### src/rtl/mac_array_ofifo.sv
// Per-column psum FIFOs that realign skewed mac_array outputs into whole rows.
// Rows are popped together through a first-word-fall-through read port.
module mac_array_ofifo #(
    parameter int psum_bw = 32,
    parameter int col     = 2,
    parameter int depth   = 4
) (
    input  logic                   clk,
    input  logic                   reset,
    input  logic [psum_bw*col-1:0] in,
    input  logic [col-1:0]         wr,
    input  logic                   rd,
    output logic [psum_bw*col-1:0] out,
    output logic                   o_valid,
    output logic                   o_full,
    output logic                   o_ready,
    output logic                   overflow
);

    localparam int aw = $clog2(depth);
    localparam logic [aw:0] one = 1;

    logic [aw:0]        wr_ptr [col];
    logic [aw:0]        rd_ptr [col];
    logic [psum_bw-1:0] mem    [col][depth];

    logic [col-1:0] full;
    logic [col-1:0] empty;
    logic [col-1:0] accept;
    logic           pop;

    always_comb begin
        full  = '0;
        empty = '0;
        for (int c = 0; c < col; c++) begin
            empty[c] = (wr_ptr[c] == rd_ptr[c]);
            full[c]  = (wr_ptr[c][aw] != rd_ptr[c][aw]) &&
                       (wr_ptr[c][aw-1:0] == rd_ptr[c][aw-1:0]);
        end
    end

    assign o_valid = ~|empty;
    assign o_full  = |full;
    assign o_ready = ~o_full;
    assign pop     = rd & o_valid;

    // A pop in the same edge frees a slot, so a full column may still accept
    assign accept = wr & (~full | {col{pop}});

    always_ff @(posedge clk or posedge reset) begin
        if (reset) begin
            for (int c = 0; c < col; c++) begin
                wr_ptr[c] <= '0;
                rd_ptr[c] <= '0;
            end
            overflow <= 1'b0;
        end else begin
            for (int c = 0; c < col; c++) begin
                if (accept[c])
                    wr_ptr[c] <= wr_ptr[c] + one;
                if (pop)
                    rd_ptr[c] <= rd_ptr[c] + one;
            end
            if (!pop && |(wr & full))
                overflow <= 1'b1;
        end
    end

    always_ff @(posedge clk) begin
        for (int c = 0; c < col; c++) begin
            if (accept[c])
                mem[c][wr_ptr[c][aw-1:0]] <= in[psum_bw*c +: psum_bw];
        end
    end

    always_comb begin
        out = '0;
        if (o_valid) begin
            for (int c = 0; c < col; c++)
                out[psum_bw*c +: psum_bw] = mem[c][rd_ptr[c][aw-1:0]];
        end
    end

endmodule

### config.mk
export PLATFORM = sky130hd
export DESIGN_NAME = mac_array_ofifo
export DESIGN_NICKNAME = d
export VERILOG_FILES = /design/src/rtl/mac_array_ofifo.sv
export SDC_FILE = /design/constraint.sdc
export NUM_CORES = 1
export LEC_CHECK = 0
export ABC_CLOCK_PERIOD_IN_PS = 4950
export BUFFER_PORTS_ARGS = -buffer_cell sky130_fd_sc_hd__buf_4
export CAP_MARGIN = 10
export CORE_UTILIZATION = 45
export CTS_CLUSTER_SIZE = 12
export DETAILED_ROUTE_END_ITERATION = 16
export GPL_TIMING_DRIVEN = 0
export SLEW_MARGIN = 25
export SYNTH_ARGS = -nofsm -noshare
export SYNTH_HDL_FRONTEND = slang
export SYNTH_SLANG_ARGS = --single-unit
export TNS_END_PERCENT = 10
### constraint.sdc
create_clock -name clk -period 4.95 [get_ports clk]
set_input_delay 0 -clock clk [delete_from_list [all_inputs] [get_ports clk]]
set_output_delay 0 -clock clk [all_outputs]
set_load 0.005 [all_outputs]
Yosys cells after proc, flatten, opt, wreduce, memory -nomap -nowiden:

Memories as Yosys holds them, arrays and structs flattened.
Cells that the tools add are included.

* output and inout port bits: 68
* memories kept: 1
* word-level logic and storage cells: 57
* RAM bits: 256
* register bits after elaboration: 13
* input bits: 69

Memory list
* mem: words 2, bits a word 128, rd ports 2, clocked after memory_dff 0, wr ports 2, RTL line 25 `logic [psum_bw-1:0] mem [col][depth];`

* muxes and demuxes: 15
* reduce and logical (&&, ||, !) cells: 10
* magnitude comparators: 6
* add/sub/neg operators: 4
* equality and inequality tests: 6
* bitwise operators: 10

Operator list (count)
* $mux W128: 2
* $mux W32: 6
* $bmux W32 S2: 2
* $demux W32 S2: 2
* $mux W64: 1
* $add A3 B1 Y3 const B: 4
* $ge A3 B3 Y1 const B: 4
* $not A2 Y3: 4
* $eq A3 B3 Y1: 2
* $lt A3 B1 Y1 const B: 2
* $reduce_or A2 Y1: 3
* $logic_and A1 B1 Y1: 5
* $and A2 B2 Y2: 2
* $eq A2 B2 Y1: 2
* $logic_not A1 Y1: 2
* $mux W1: 2
* $ne A1 B1 Y1: 2
* $not A2 Y2: 1
* $or A2 B2 Y2: 1
* $and A1 B1 Y1: 1
* $not A1 Y1: 1

Depth between registers and ports, before layout:

* word-level depth: 8
* depth in mapped cells: 6
* depth with buffers taken out: 4

Worst setup path before layout:

No wires, ideal clock.

* kind: reg-to-reg
* start: register rd_ptr[3] (netlist name)
* end: memory mem[0][160] (netlist name) (enable)
* data arrival time: 1.873 ns
* slack: 2.685 ns
* cell stages (with the launch flop): 6
* data required time: 4.558 ns
* library setup time: 0.392 ns
* path buffers: 1
* clock period less this slack: 2.265 ns
* cells stage by stage: dfrtp_1 > buf_6 > xnor2_2 > a31oi_1 > o21a_2 > and2_1

RTL lines
* from (decl): RTL line 24 `logic [aw:0] rd_ptr [col];`
* from (signal, indexed assignment): RTL line 62 `rd_ptr[c] <= rd_ptr[c] + one;`
* to (decl): RTL line 25

Final worst setup path:

* start: register rd_ptr[3] (netlist name)
* end: output port out[32]

* cells in the longest elaborated chain, start to end: 3

Ends and longest elaborated chain
* $eq A3 B3 Y1: RTL line 36 `empty[c] = (wr_ptr[c] == rd_ptr[c]);`
* $reduce_or A2 Y1: RTL line 42 `assign o_valid = ~|empty;`
* $mux W64: RTL line 78 `if (o_valid) begin`
* to (decl): RTL line 13 `output logic [psum_bw*col-1:0] out,`

Every way passes these cells.

==> impl_metrics.prom <==
# TYPE chip_impl_metric gauge
chip_impl_info{name="critPathCaptureType",value="primary output"} 1
chip_impl_metric{name="insertion_delay",unit="ps"} 520
chip_impl_metric{name="r2r_setup_slack",unit="ps"} 2610
chip_impl_metric{name="route.detailed.vias_per_inst",unit=""} 5.11
chip_impl_metric{name="tns",unit="ps"} 0
chip_impl_info{name="worst_setup_path_start_kind",value="flip-flop"} 1
chip_impl_info{name="critical_path.startpoint",value="rd_ptr[3]"} 1
chip_impl_metric{name="h-tree-depth",unit=""} 1
chip_impl_metric{name="wirelength",unit="um"} 20900
chip_impl_info{name="cts_tree",value="built"} 1
chip_impl_metric{name="crit_path_max_incr_delay",unit="ps"} 390
chip_impl_metric{name="worst_slew_margin_rel",unit="%"} 39.1
chip_impl_info{name="grt_setup_unrepaired",value="no"} 1
chip_impl_metric{name="number_of_antenna_violations_at_the_first_check_in_global_routing",unit=""} 0
chip_impl_metric{name="power.share.switching",unit="%"} 30.2
chip_impl_metric{name="syn-cell-area",unit="um2"} 10600
chip_impl_metric{name="pin_count",unit=""} 137
chip_impl_metric{name="yosysWarningCount",unit=""} 0
chip_impl_metric{name="cts_buffers",unit=""} 29
chip_impl_metric{name="power.leakage",unit="nW"} 5.03
chip_impl_metric{name="ctsLongestPathBuffers",unit=""} 3
chip_impl_metric{name="vdd_drop_max",unit="mV"} 0.314
chip_impl_metric{name="power.share.combinational",unit="%"} 42.7
chip_impl_metric{name="p_switching",unit="W"} 0.00272
chip_impl_metric{name="grt.overflow.total",unit=""} 0
chip_impl_metric{name="internal_power",unit="W"} 0.00629
chip_impl_metric{name="power.total",unit="W"} 0.00900
chip_impl_metric{name="grt_usage",unit="%"} 18.0
chip_impl_metric{name="grt_pass1_vias",unit=""} 5900
chip_impl_metric{name="power_frac_seq",unit="%"} 35.6
chip_impl_metric{name="gpl.final_weighted_congestion",unit=""} 0.711
chip_impl_metric{name="edff_count_synth",unit=""} 256
chip_impl_metric{name="antennaDiodeCount",unit=""} 0
chip_impl_metric{name="slew_violations",unit=""} 0
chip_impl_metric{name="finalWorstSetupSlack",unit="ps"} 2580
chip_impl_metric{name="pre_cts_slack",unit="ps"} 2600
chip_impl_metric{name="final_nets",unit=""} 810
chip_impl_info{name="holdCritPathClass",value="input pin to asynchronous set/reset pin"} 1
chip_impl_metric{name="timing.critical_path.arrival",unit="ps"} 2370
chip_impl_metric{name="power_per_cell_area",unit="nW/um2"} 656
chip_impl_metric{name="ys_async_sr_fraction",unit="%"} 4.83
chip_impl_metric{name="place.port_buffers",unit=""} 136
chip_impl_metric{name="syn_nets",unit=""} 569
chip_impl_metric{name="register_bit_count_reported_by_yosys",unit=""} 269
chip_impl_metric{name="layout-drive-gt1-share",unit="%"} 37.3
chip_impl_metric{name="period_share",unit="%"} 47.8
chip_impl_info{name="path_class",value="flip-flop to primary output"} 1
chip_impl_metric{name="area_growth",unit="%"} 29.2
chip_impl_metric{name="tightest_slew",unit="ps"} 914
chip_impl_metric{name="final_hold_viol_count",unit=""} 0
chip_impl_metric{name="timing.hold.ws",unit="ps"} 124
chip_impl_metric{name="synth_cells",unit=""} 490
chip_impl_metric{name="setup-violations-final",unit=""} 0
chip_impl_info{name="crit_chain",value="buf_6 -> xnor2_2 -> nand3_2 -> buf_4 -> clkbuf_1 -> and3_1 -> buf_4"} 1
chip_impl_info{name="r2r-start",value="rd_ptr[0]"} 1
chip_impl_info{name="cts_root_buffer",value="clkbuf_16"} 1
chip_impl_metric{name="syn_avg_cell_area",unit="um2"} 21.7
chip_impl_metric{name="postRouteAntennaNets",unit=""} 0
chip_impl_metric{name="drc",unit=""} 0
chip_impl_metric{name="clkSlewWorstSetupHoldPaths",unit="ps"} 60
chip_impl_metric{name="synth_sequential_area_ratio",unit="%"} 75.5
chip_impl_metric{name="post_drt_wl_per_cell",unit="um"} 19.6
chip_impl_metric{name="period_needed",unit="ps"} 2370
chip_impl_info{name="status",value="completed"} 1
chip_impl_metric{name="cp_data_required_time",unit="ps"} 4950
chip_impl_metric{name="worst_clock_skew",unit="ps"} 9.42
chip_impl_info{name="capture_instance_of_the_worst_register_to_register_path",value="mem[0][63]"} 1
chip_impl_info{name="commonest_non_fill_non_tap_cells_in_the_layout",value="256 x edfxtp_1, 137 x buf_4, 69 x dlygate4sd3_1"} 1
chip_impl_metric{name="via_count_of_the_routed_design",unit=""} 5436
chip_impl_info{name="most_common_library_cell_in_the_layout_ignoring_fill_and_taps",value="edfxtp_1"} 1
chip_impl_metric{name="die_y",unit="um"} 156
chip_impl_metric{name="worst-path-max-fanout",unit=""} 10
chip_impl_metric{name="ys_types",unit=""} 27
chip_impl_metric{name="numClockSinks",unit=""} 269
chip_impl_metric{name="die_area",unit="um2"} 24200
chip_impl_metric{name="max_freq",unit="GHz"} 0.423
chip_impl_info{name="critPathMostFrequentCell",value="buf_4"} 1
chip_impl_metric{name="initial_core_util",unit="%"} 46.3
chip_impl_metric{name="maxCapViolCount",unit=""} 0
chip_impl_metric{name="fillers",unit=""} 1703
chip_impl_metric{name="fp.dieW",unit="um"} 156
chip_impl_metric{name="row_count",unit=""} 55
chip_impl_metric{name="clock_power_share",unit="%"} 21.7
chip_impl_metric{name="grt_max_degree",unit=""} 33
chip_impl_metric{name="global_route_wire_length_before_repair",unit="um"} 33100
chip_impl_metric{name="fp.coreArea",unit="um2"} 22900
chip_impl_info{name="yosys_most_used_dff",value="edfxtp_1"} 1
chip_impl_metric{name="drt_pass1_iterations",unit=""} 4
chip_impl_metric{name="reg2regPathDepth",unit=""} 5
chip_impl_metric{name="dp_hpwl",unit="um"} 13100
chip_impl_info{name="cp_slowest_cell",value="dfrtp_1"} 1
chip_impl_metric{name="detail_route.iter0.violations",unit=""} 270
cells by family (layout without fill, tap and decap cells):
group	after synthesis	in the layout	synth area share [%]
AO/OA/AOI/OAI	8	8	0.554
XOR/XNOR	14	14	1.54
adder cells (fa/ha/maj)	10	10	1.18
buffers and inverters	42	303	2.32
flip-flops	269	269	75.5
multiplexers	68	68	14.2
AND/OR/NAND/NOR	79	79	4.77
flip-flops by register name, summed over array words and instances (netlist names):
| register | count |
|---|---|
| rd_ptr | 6 |
| wr_ptr | 6 |
| overflow | 1 |
| mem | 256 |
area by class of cell:
class                           count  area, um2  share of cell area [%]
Buffer                             30        201                    1.47
Clock inverter                      9       45.0                   0.328
Clock buffer                       42        825                    6.01
Tap cell                          313        392                    2.85
Sequential cell                   269       8010                    58.4
Multi-Input combinational cell    179       2360                    17.2
Timing Repair Buffer              210       1830                    13.4
Inverter                           12       45.0                   0.328
how the worst max path moves through the flow:
stage | end | slack (ps) | depth (start not counted)
2_1_floorplan | mem[0][160] | 2680 | 5
3_3_place_gp | mem[0][242] | 1960 | 5
3_5_place_dp | mem[0][51] | 2600 | 5
4_1_cts | out[32] | 2480 | 7
5_1_grt | out[32] | 2420 | 7
6_report | out[32] | 2580 | 7
worst max-delay path, delay by kind of cell, from the launching register on:
family / cells / cell delay, ps
AND/OR/NAND/NOR: 2 / 430
XOR/XNOR: 1 / 150
buffers and inverters: 4 / 860
flip-flops: 1 / 390
Yosys cell counts, types with 8 or more instances:
cell type  count  area [um2]
and3_1        64         400
buf_2          8        40.0
buf_6         10         113
clkbuf_1      11        41.3
dfrtp_1       13         325
edfxtp_1     256        7690
ha_1          10         125
inv_1         12        45.0
mux4_2        61        1370
xnor2_1       10        87.6
power groups by stage:
stage	clock, W	sequential, W	combinational, W
after global routing	0.00208	0.00325	0.00421
after CTS	0.00199	0.00321	0.00394
after floorplan	0	0.00321	0.00211
after global placement	0	0.00324	0.00377
after detailed placement	0	0.00326	0.00387
final	0.00195	0.00320	0.00385
metrics by stage:
stage,utilization [%],instance area (um2),std cells
2_1_floorplan,-,10600,490
3_3_place_gp,52.5,12000,939
3_5_place_dp,53.1,12200,944
4_1_cts,59.9,13700,1064
5_1_grt,59.9,13700,1064
6_report,59.9,13700,1064
routing by layer:
metal,routed length (um),part of all wire (%),GRT usage (%),vias to the layer above
met2,10900,52,32.4,132
met1,8570,41,22.4,2779
li1,-,-,-,2496
met4,390,1.9,4.20,0
met5,0,0,0,-
met3,1060,5.1,3.75,29
repair_timing:
action / CTS / global route
hold buffers: 69 / 0
hold endpoints to repair: 282 / 0
gates resized for setup: 0 / 0
setup buffers: 0 / 0
Note: power is estimated with default switching activity, not from simulation.
